**src/rtl/k_bit_pkg.sv**
```systemverilog
// k_bit_pkg: shared types and constants for the k-bit mode shifter.
// Holds the operation encoding, FSM states and default LFSR taps/seed.
package k_bit_pkg;

   typedef enum logic [2:0] {
      MODE_HOLD = 3'b000,
      MODE_SHL  = 3'b001,
      MODE_SHR  = 3'b010,
      MODE_LOAD = 3'b011,
      MODE_ROL  = 3'b100,
      MODE_ROR  = 3'b101,
      MODE_LFSR = 3'b110,
      MODE_RSVD = 3'b111
   } mode_e;

   typedef enum logic {
      ST_IDLE = 1'b0,
      ST_RUN  = 1'b1
   } state_e;

   localparam logic [7:0] DEF_TAPS = 8'hB8;
   localparam logic [7:0] DEF_SEED = 8'h01;

   // True for the modes that advance q once per cycle over count steps.
   function automatic logic is_step_mode(input mode_e m);
      return (m == MODE_SHL) || (m == MODE_SHR) ||
             (m == MODE_ROL) || (m == MODE_ROR) ||
             (m == MODE_LFSR);
   endfunction

endpackage

```
**src/rtl/k_bit_lfsr_next.sv**
```systemverilog
// k_bit_lfsr_next: one Fibonacci LFSR step, combinational.
// Ports: q (current value) -> q_next (value after one step).
module k_bit_lfsr_next
   import k_bit_pkg::*;
#(
   parameter int              WIDTH = 8,
   parameter logic [WIDTH-1:0] TAPS = WIDTH'(DEF_TAPS),
   parameter logic [WIDTH-1:0] SEED = WIDTH'(DEF_SEED)
) (
   input  logic [WIDTH-1:0] q,
   output logic [WIDTH-1:0] q_next
);

   logic fb;

   always_comb begin
      fb = ^(q & TAPS);
      // The all-zero state is a lock-up point for an XOR LFSR,
      // so a step taken from it injects the seed instead.
      if (q == '0) begin
         q_next = SEED;
      end else begin
         q_next = {q[WIDTH-2:0], fb};
      end
   end

endmodule

```
**src/rtl/k_bit_mode_shifter.sv**
```systemverilog
// k_bit_mode_shifter: synchronous multi-mode shift/rotate/load/LFSR register.
// Ports: clk, rst (sync, active-high), start/mode/count/par_in/ser_in in;
//        q, ser_out, busy, done out.
module k_bit_mode_shifter
   import k_bit_pkg::*;
#(
   parameter int               WIDTH = 8,
   parameter int               CNT_W = $clog2(WIDTH + 1),
   parameter logic [WIDTH-1:0] TAPS  = WIDTH'(DEF_TAPS),
   parameter logic [WIDTH-1:0] SEED  = WIDTH'(DEF_SEED)
) (
   input  logic             clk,
   input  logic             rst,
   input  logic             start,
   input  logic [2:0]       mode,
   input  logic [CNT_W-1:0] count,
   input  logic [WIDTH-1:0] par_in,
   input  logic             ser_in,
   output logic [WIDTH-1:0] q,
   output logic             ser_out,
   output logic             busy,
   output logic             done
);

   state_e           state;
   state_e           state_n;
   mode_e            op;
   mode_e            op_n;
   logic [CNT_W-1:0] cnt;
   logic [CNT_W-1:0] cnt_n;
   logic [WIDTH-1:0] q_n;
   logic             so_n;
   logic             busy_n;
   logic             done_n;

   logic [WIDTH-1:0] lfsr_q;
   logic [WIDTH-1:0] step_q;
   logic             step_so;

   mode_e            mode_in;

   assign mode_in = mode_e'(mode);

   k_bit_lfsr_next #(
      .WIDTH (WIDTH),
      .TAPS  (TAPS),
      .SEED  (SEED)
   ) u_lfsr (
      .q      (q),
      .q_next (lfsr_q)
   );

   // One step of the latched operation; only used while in RUN.
   always_comb begin
      step_q  = q;
      step_so = ser_out;
      unique case (1'b1)
         (op == MODE_SHL): begin
            step_q  = {q[WIDTH-2:0], ser_in};
            step_so = q[WIDTH-1];
         end
         (op == MODE_SHR): begin
            step_q  = {ser_in, q[WIDTH-1:1]};
            step_so = q[0];
         end
         (op == MODE_ROL): begin
            step_q  = {q[WIDTH-2:0], q[WIDTH-1]};
            step_so = q[WIDTH-1];
         end
         (op == MODE_ROR): begin
            step_q  = {q[0], q[WIDTH-1:1]};
            step_so = q[0];
         end
         (op == MODE_LFSR): begin
            step_q  = lfsr_q;
            step_so = q[WIDTH-1];
         end
         default: begin
            step_q  = q;
            step_so = ser_out;
         end
      endcase
   end

   always_comb begin
      state_n = state;
      op_n    = op;
      cnt_n   = cnt;
      q_n     = q;
      so_n    = ser_out;
      busy_n  = busy;
      done_n  = 1'b0;
      unique case (state)
         ST_IDLE: begin
            if (start) begin
               op_n = mode_in;
               if (mode_in == MODE_LOAD) begin
                  q_n    = par_in;
                  done_n = 1'b1;
               end else if (is_step_mode(mode_in) &&
                            (count != '0)) begin
                  state_n = ST_RUN;
                  busy_n  = 1'b1;
                  cnt_n   = count;
               end else begin
                  // HOLD, reserved or zero-length: complete at once.
                  done_n = 1'b1;
               end
            end
         end
         ST_RUN: begin
            q_n   = step_q;
            so_n  = step_so;
            cnt_n = cnt - CNT_W'(1);
            if (cnt == CNT_W'(1)) begin
               state_n = ST_IDLE;
               busy_n  = 1'b0;
               done_n  = 1'b1;
            end
         end
         default: begin
            state_n = ST_IDLE;
            busy_n  = 1'b0;
         end
      endcase
   end

   always_ff @(posedge clk) begin
      if (rst) begin
         state   <= ST_IDLE;
         op      <= MODE_HOLD;
         cnt     <= '0;
         q       <= '0;
         ser_out <= 1'b0;
         busy    <= 1'b0;
         done    <= 1'b0;
      end else begin
         state   <= state_n;
         op      <= op_n;
         cnt     <= cnt_n;
         q       <= q_n;
         ser_out <= so_n;
         busy    <= busy_n;
         done    <= done_n;
      end
   end

endmodule

```
**config.mk**
```make
export PLATFORM = sky130hd
export DESIGN_NAME = k_bit_mode_shifter
export DESIGN_NICKNAME = d
export VERILOG_FILES = /design/src/rtl/k_bit_pkg.sv /design/src/rtl/k_bit_lfsr_next.sv /design/src/rtl/k_bit_mode_shifter.sv
export SDC_FILE = /design/constraint.sdc
export NUM_CORES = 1
export LEC_CHECK = 0
export ABC_CLOCK_PERIOD_IN_PS = 2200
export BUFFER_PORTS_ARGS = -buffer_cell sky130_fd_sc_hd__buf_2
export CORE_MARGIN = 3
export CORE_UTILIZATION = 45
export CTS_CLUSTER_DIAMETER = 150
export DETAILED_ROUTE_END_ITERATION = 12
export MAX_ROUTING_LAYER = met4
export PLACE_DENSITY_LB_ADDON = 0.15
export SLEW_MARGIN = 20
export SYNTH_ARGS = -nofsm -noshare
export SYNTH_HDL_FRONTEND = slang
export SYNTH_SLANG_ARGS = --single-unit
```
**constraint.sdc**
```tcl
create_clock -name clk -period 2.2 [get_ports clk]
set_input_delay 0.33 -clock clk [delete_from_list [all_inputs] [get_ports clk]]
set_output_delay 0.33 -clock clk [all_outputs]
set_load 0.05 [all_outputs]
```
Yosys cells after proc, flatten, opt, wreduce, memory -nomap -nowiden. Index checks and enable logic that the tools add are counted.

Bits of input ports: 19. Output and inout port bits: 11. Flip-flop bits (word level): 19. Word-level logic and storage cells: 68.

Bitwise gates (word level): 1. Equality and inequality tests: 18. Mux-type cells: 25. Add/subtract/negate cells: 1. Reduce and logical (&&, ||, !) cells: 16.

Operators by type and width (number): $pmux 8 s5 (1); $mux 8 (3); $eq 3x3->1 const B (6); $pmux 8 s2 (1); $mux 1 (12); $mux 4 (3); $eq 3x2->1 const B (3); $logic_not 8->1 (1); $ne 2x2->1 const B (4); $pmux 1 s2 (4); $pmux 4 s2 (1); $reduce_xor 8->1 (1); $eq 3x1->1 const B (2); $ne 6x1->1 const B (1); $reduce_and 3->1 (2); $eq 4x1->1 const B (1); $logic_or 1x1->1 (4); $reduce_and 2->1 (2); $reduce_and 4->1 (1); $reduce_bool 4->1 (1); $sub 4x1->4 const B (1); $reduce_or 3->1 (1); $ne 2x1->1 const B (1); $reduce_bool 2->1 (1); 3 further kinds (3).

Logic depth before layout (Yosys ltp). Gate-level depths: netlist of run 1.

Depth after elaboration: 10. Mapped depth: 7. Depth with buffers taken out: 7.

Hierarchy. From an unflattened synthesis of run 1, not the netlist that was laid out.

Cells, all modules: 176. Area, all modules: 1371.3 um^2.

Modules (own cells, without submodules): k_bit_mode_shifter (area an instance 1277.5 um^2, cells each 162, instances 1, sequential area each 380.4 um^2); k_bit_lfsr_next (area an instance 93.8 um^2, cells each 14, instances 1, sequential area each 0.0 um^2).

Least setup slack after synthesis of run 1. OpenSTA, ideal clock, no wires.

Path kind: flip-flop to flip-flop. From: reg q[4]. To: reg q[0]. Slack: 270 ps. Cell stages (with the launch flop): 8. Data required time: 2080 ps. Path buffers: 0. Setup time: 120 ps. Clock period less this slack: 1930 ps. Arrival: 1811 ps. Cells stage by stage: dfxtp_1 inv_1 ha_1 xnor2_1 xnor2_1 a21oi_1 nor3b_1 o31a_1.

Word-level cells in the longest chain between the ends: 4. Elaborated cells on any way between the ends: 5. Those cells by class: mux: 3; reduce/logical: 2.

Ends and longest elaborated chain: from (decl) (RTL line k_bit_mode_shifter.sv:19) `output logic [WIDTH-1:0] q,`; from (signal assigned) (RTL line k_bit_mode_shifter.sv:141) `q <= q_n;`; $reduce_xor 8->1 / $logic_not 8->1 (equally long branches) (RTL line k_bit_lfsr_next.sv:17, k_bit_lfsr_next.sv:20); $mux 8 * (RTL line k_bit_lfsr_next.sv:20) `if (q == '0) begin`; $pmux 8 s5 * (RTL line k_bit_mode_shifter.sv:57) `unique case (1'b1)`; $pmux 8 s2 * (RTL line k_bit_mode_shifter.sv:93) `unique case (state)`.

Every way passes the cells marked *; elsewhere a longest branch is shown, timed or not. A chain may end at the register's enable or synchronous reset.

Worst setup path after layout of run 1.
From: reg q[4]. To: reg q[5].

Word-level cells in the longest chain between the ends: 4.

Ends and longest elaborated chain (RTL line): $logic_not 8->1 (k_bit_lfsr_next.sv:20); $mux 8 (k_bit_lfsr_next.sv:20); $pmux 8 s5 * (k_bit_mode_shifter.sv:57); $pmux 8 s2 * (k_bit_mode_shifter.sv:93).

Marks and branches as above.

==> impl_metrics.json, run 1 <==
{
  "status": "finished clean",
  "synthFlopType": "dfxtp_1",
  "netlist_area_um2": 1210,
  "antenna_found_initial": 0,
  "finish.utilization_pct": 55.4,
  "drc_errors": 0,
  "die_height_um": 57.9,
  "synthTopCellsByArea": "dfxtp_1 (31%), nand2_1 (6.5%), a21oi_1 (5.4%)",
  "cp_data_arrival_time_ns": 1.94,
  "finalWirelength_mm": 2.93,
  "syn_nets": 174,
  "drive_above_1_share_pct": 25.1,
  "crit_chain": "inv_1 -> ha_1 -> nor4b_1 -> nand2_1 -> a311oi_1 -> o41ai_1",
  "synthAdderAreaFrac_pct": 3.10,
  "crit_required_ns": 2.38,
  "postCtsSetupRepairBufs": 0,
  "clock_power_share_pct": 22.0,
  "synth.most_common_cell": "nand2_1",
  "hp-start": "mode[0]",
  "grt_pass1_wl_mm": 4.96,
  "ys_ff_latch": 19,
  "finalPower_w": 0.000862,
  "synth_edf_count": 0,
  "setup_viol": 0,
  "fin_tns_setup_ns": 0,
  "cp_top_family": "simple AND/OR/NAND/NOR gates",
  "detail_route.wl_per_cell_um": 14.0,
  "fin_crit_sh_pct": 80.0,
  "synth_xor_area_share_pct": 2.17,
  "synth_compound_area_share_pct": 29.8,
  "endpoint_kind": "flip-flop",
  "ys_seq_area_share_pct": 31.4,
  "p_sw_share_pct": 37.2,
  "io_pins": 30,
  "syn_avg_cell_area_um2": 7.97,
  "drt_iter0_drc": 41,
  "setup.worst_path.start": "q[4]",
  "p_int_w": 0.000541,
  "hold_class": "input port to flip-flop",
  "crit_buf_inv": 1,
  "critPathLaunchType": "flip-flop",
  "synthDistinctLibCells": 43,
  "synth_cells": 152,
  "overflow": 0,
  "cts_resized": 0,
  "min_period_ns": 1.76,
  "clockBufferDepth": 2,
  "clock_skew_ns": 0.00996,
  "grt_max_degree": 22,
  "min_to": "op[0]",
  "diodes": 0,
  "synth_common_cells": "nand2_1 (21), dfxtp_1 (19), nor2_1 (15)",
  "clockRootBuffer": "clkbuf_4",
  "ir_drop_mv": 0.360,
  "power_switching_w": 0.000321,
  "grtUsageTotal_pct": 19.0,
  "yosysWarnings": 0,
  "whs_path_depth": 3,
  "rsz0062_at_grt": "false",
  "numPortBuffers": 29,
  "p_leak_nw": 0.612,
  "reg2reg_slack_ns": 0.44,
  "area_delta_synth_final_pct": 15.3,
  "synth_top_family_by_area": "compound AO/OA/AOI/OAI gates",
  "synth_area_leader_cell": "dfxtp_1",
  "power_density_nw_per_um2": 617,
  "dieArea_um2": 3350,
  "cts_buffers": 3,
  "viasPerCell": 5.78,
  "pwr-share-seq_pct": 47.2,
  "crit_slowest_cell": "dfxtp_1",
  "hold_viol": 0,
  "worst_slew_pin_slew_ns": 0.434,
  "synthArstFlopShare_pct": 0,
  "worst-setup-path-type": "flip-flop to flip-flop",
  "cts_tree": "yes",
  "clk_pin_slew_ns": 0.13,
  "crit_path_max_incr_delay_ns": 0.41,
  "reg2reg_to": "q[5]",
  "num_rows": 18,
  "vias": 1207,
  "synth-simple-area-share_pct": 22.6,
  "maxSlewViolCount": 0,
  "cts.sink_count": 19,
  "relSlewSlack_pct": 70.7,
  "nNetsFinal": 202,
  "worstReg2RegStart": "q[4]",
  "path_max_fanout": 7,
  "max_clock_freq_mhz": 568,
  "dp_hpwl_mm": 2.15,
  "gp_congestion": 0.780,
  "firstDrtPassIters": 4,
  "ant_nets": 0,
  "cts_hold_buf": 0,
  "reg2reg_depth": 6,
  "cts-htree-levels": 1,
  "grt_pass1_vias": 1152,
  "cap_violations": 0,
  "p_comb_share_pct": 30.8,
  "design.core.area_um2": 2520,
  "die_width_um": 57.9,
  "clk_latency_ns": 0.30,
  "synth_top_area_share_pct": 31.4,
  "synthMuxAreaShare_pct": 4.96,
  "start_util_pct": 48.0
}
==> worst max path at each step <==
stage | end | cells after the start
after floorplan | q[0] | 7
after global placement | cnt[3] | 6
after detailed placement | cnt[3] | 6
after CTS | q[6] | 6
after global routing | q[6] | 6
final | q[5] | 6
==> power by group through the flow <==
stage | Sequential (W) | Clock [W] | Combinational, W
CTS | 0.000406 | 0.000195 | 0.000266
detailed placement | 0.000414 | 0 | 0.000263
global placement | 0.000413 | 0 | 0.000258
global route | 0.000412 | 0.000208 | 0.000295
floorplan | 0.000445 | 0 | 0.000166
finish | 0.000407 | 0.000190 | 0.000265
==> layout make-up <==
| type | instances | area, um^2 |
|---|---|---|
| clock inverters | 1 | 7.51 |
| fillers | 258 | 1130 |
| inverters | 8 | 30.0 |
| flip-flops and latches | 19 | 380 |
| repair buffers | 31 | 160 |
| clock buffers | 3 | 22.5 |
| well taps | 30 | 37.5 |
| multi-input cells | 117 | 758 |
==> cell usage in the layout (no fill, tap or decap), types with 2 or more instances in the layout <==
cell type and n:
a211oi_1 3, nand3b_1 2, buf_2 29, mux2i_1 6, and3_1 2, nor2_1 15, nand3_1 2, nand2_1 21
a211o_1 5, a21oi_2 5, and3b_1 2, a22oi_1 2, o41ai_1 2, inv_1 7, buf_4 2, dfxtp_1 19
ha_1 3, nor3_1 5, a311oi_1 4, clkbuf_4 3, o21ai_0 5, a21oi_1 13, xnor2_1 2
==> layer usage <==
layer,vias to the layer above,share of wire (%),GRT usage [%],routed length (um)
li1,606,-,-,-
met1,559,47,25.0,1380
met2,40,47,30.0,1380
met3,2,4.9,2.45,144
met4,0,0.62,6.62,18
met5,-,0,-,0
==> flip-flops by register name, summed over array words and instances (netlist names) <==
name	count
q	8
cnt	4
op	3
busy	1
done	1
ser_out	1
state	1
==> tightest hold or removal path, cell delays in order <==
cell and delay [ns]:
buf_2 0.11, nand2_1 0.05, a21oi_1 0.05
==> kinds of logic after synthesis <==
family                   Yosys count
multiplexers                       6
XOR/XNOR                           3
adder cells (fa/ha/maj)            3
AND/OR/NAND/NOR                   57
flip-flops                        19
buffers and inverters             16
AO/OA/AOI/OAI                     48
==> stage by stage <==
step	hold slack (ns)	area (um^2)	setup WS, ns	cells
6_report	0.272	1400	0.439	209
5_1_grt	0.272	1400	0.289	209
4_1_cts	0.261	1400	0.455	209
3_5_place_dp	0.490	1370	0.425	205
3_3_place_gp	0.474	1370	0.481	205
2_1_floorplan	0.432	1210	0.270	152
(Power assumes the default switching activity.)
==> run 2: changes to the inputs <==
Settings changed: ABC_CLOCK_PERIOD_IN_PS 2200 to 1800.
Clock period 2.2 ns to 1.8 ns, I/O delays scaled along.
==> impl_metrics.json, run 2 (synthesized netlist as in run 1, its figures left out) <==
{
  "status": "finished clean",
  "clk_pin_slew_ns": 0.11,
  "cts_buffers": 3,
  "p_int_w": 0.000662,
  "crit_chain": "nor2_1 -> a21oi_4 -> mux2i_1 -> a211o_1 -> a21oi_2",
  "die_height_um": 57.9,
  "grtUsageTotal_pct": 18.7,
  "mostFrequentLayoutCell": "buf_2",
  "pwr-share-seq_pct": 48.0,
  "num_rows": 18,
  "vias": 1199,
  "fill_cells": 256,
  "min_period_ns": 1.66,
  "reg_top3": "q x8, cnt x4, op x3",
  "crit_required_ns": 2.03,
  "cts.sink_count": 19,
  "start_util_pct": 48.0,
  "cap_violations": 0,
  "numPortBuffers": 29,
  "firstDrtPassIters": 4,
  "clock_skew_ns": 0.00448,
  "ant_nets": 0,
  "cts_hold_buf": 0,
  "clockBufferDepth": 2,
  "drt_iter0_drc": 40,
  "finalWirelength_mm": 2.85,
  "p_sw_share_pct": 36.3,
  "drc_errors": 0,
  "layout.cells.most_common_list": "buf_2 (29), nand2_1 (21), dfxtp_1 (17), nor2_1 (15), a21oi_1 (13)",
  "postCtsSetupRepairBufs": 0,
  "dp_hpwl_mm": 2.14,
  "max_clock_freq_mhz": 602,
  "clk_latency_ns": 0.29,
  "rsz0062_at_grt": "false",
  "crit_path_max_incr_delay_ns": 0.56,
  "critPathLaunchType": "flip-flop",
  "design.core.area_um2": 2520,
  "p_comb_share_pct": 31.3,
  "dieArea_um2": 3350,
  "io_pins": 30,
  "crit_buf_inv": 0,
  "clock_power_share_pct": 20.7,
  "antenna_found_initial": 0,
  "die_width_um": 57.9,
  "nNetsFinal": 203,
  "cp_top_family": "compound AO/OA/AOI/OAI gates",
  "grt_pass1_vias": 1095,
  "overflow": 0,
  "crit_slowest_cell": "dfxtp_1",
  "final_area_um2": 1400,
  "grt_pass1_wl_mm": 4.86,
  "detail_route.wl_per_cell_um": 13.6,
  "endpoint_kind": "flip-flop",
  "clockRootBuffer": "clkbuf_4",
  "cp_data_arrival_time_ns": 1.89,
  "viasPerCell": 5.71,
  "hold_class": "input port to flip-flop",
  "largest-register": "q",
  "drive_above_1_share_pct": 26.7,
  "relSlewSlack_pct": 72.2,
  "diodes": 0,
  "gp_congestion": 0.882,
  "maxSlewViolCount": 0,
  "place_area_um2": 1380,
  "cts_resized": 0,
  "worst-setup-path-type": "flip-flop to flip-flop",
  "hold_viol": 0,
  "cts-htree-levels": 1,
  "fin_tns_setup_ns": 0,
  "setup_viol": 0,
  "ir_drop_mv": 0.509,
  "cts_tree": "yes",
  "worst_slew_pin_slew_ns": 0.417,
  "path_max_fanout": 13,
  "largest_reg_flops": 8,
  "fin_crit_sh_pct": 92.4,
  "power_density_nw_per_um2": 740,
  "power_switching_w": 0.000377,
  "area_delta_synth_final_pct": 15.9,
  "grt_max_degree": 22,
  "p_leak_nw": 0.621
}
-- run 2: cell count changes in the layout (fill, tap and decap cells not counted) --
cell	before	now
buf_4	2	3
dfxtp_2	0	2
clkinv_2	0	1
dfxtp_1	19	17
clkinvlp_4	1	0
-- run 2: layer usage --
| metal | global-route usage (%) | vias up | share of wire, % |
|---|---|---|---|
| met5 | - | - | 0 |
| met2 | 27.6 | 31 | 47 |
| met1 | 25.5 | 553 | 47 |
| li1 | - | 611 | - |
| met3 | 2.23 | 4 | 4.6 |
| met4 | 8.94 | 0 | 1.4 |
-- run 2: stage by stage --
step | hold slack [ns] | worst slack, ns | total power [W] | cells | util, %
CTS | 0.216 | 0.153 | 0.00105 | 210 | 55.7
floorplan | 0.365 | 0.0731 | 0.000747 | 152 | -
finish | 0.225 | 0.138 | 0.00104 | 210 | 55.7
detailed placement | 0.486 | 0.0818 | 0.000831 | 206 | 54.6
global placement | 0.470 | 0.142 | 0.000822 | 206 | 54.6
global route | 0.228 | 0.00703 | 0.00111 | 210 | 55.7
-- run 2: final timing paths --
check / startpoint / to / slack [ns] / cells after the start
max: op[0] / q[1] / 0.14 / 5
min: mode[1] / op[1] / 0.23 / 3
max reg2reg: op[0] / q[1] / 0.14 / 5
min reg2reg: busy / busy / 0.51 / 2
-- run 2: area by class of cell --
cell class / count / area, um^2 / area share, %
multi-input combinational: 117 / 758 / 54.0
sequential: 19 / 383 / 27.3
timing repair buffer: 32 / 168 / 11.9
inverter: 8 / 30.0 / 2.14
clock buffer: 3 / 22.5 / 1.60
clock inverter: 1 / 5.00 / 0.357
tap: 30 / 37.5 / 2.67
-- run 2: power groups by stage --
stage / combinational (W) / clock (W) / sequential (W)
2_1_floorplan: 0.000203 / 0 / 0.000544
3_3_place_gp: 0.000317 / 0 / 0.000506
3_5_place_dp: 0.000325 / 0 / 0.000506
4_1_cts: 0.000326 / 0.000223 / 0.000497
5_1_grt: 0.000360 / 0.000243 / 0.000503
6_report: 0.000325 / 0.000215 / 0.000498
-- run 2: tightest hold or removal path, cell delays in order --
cell     delay [ns]
buf_2          0.11
nand2_1        0.05
a21oi_1        0.05
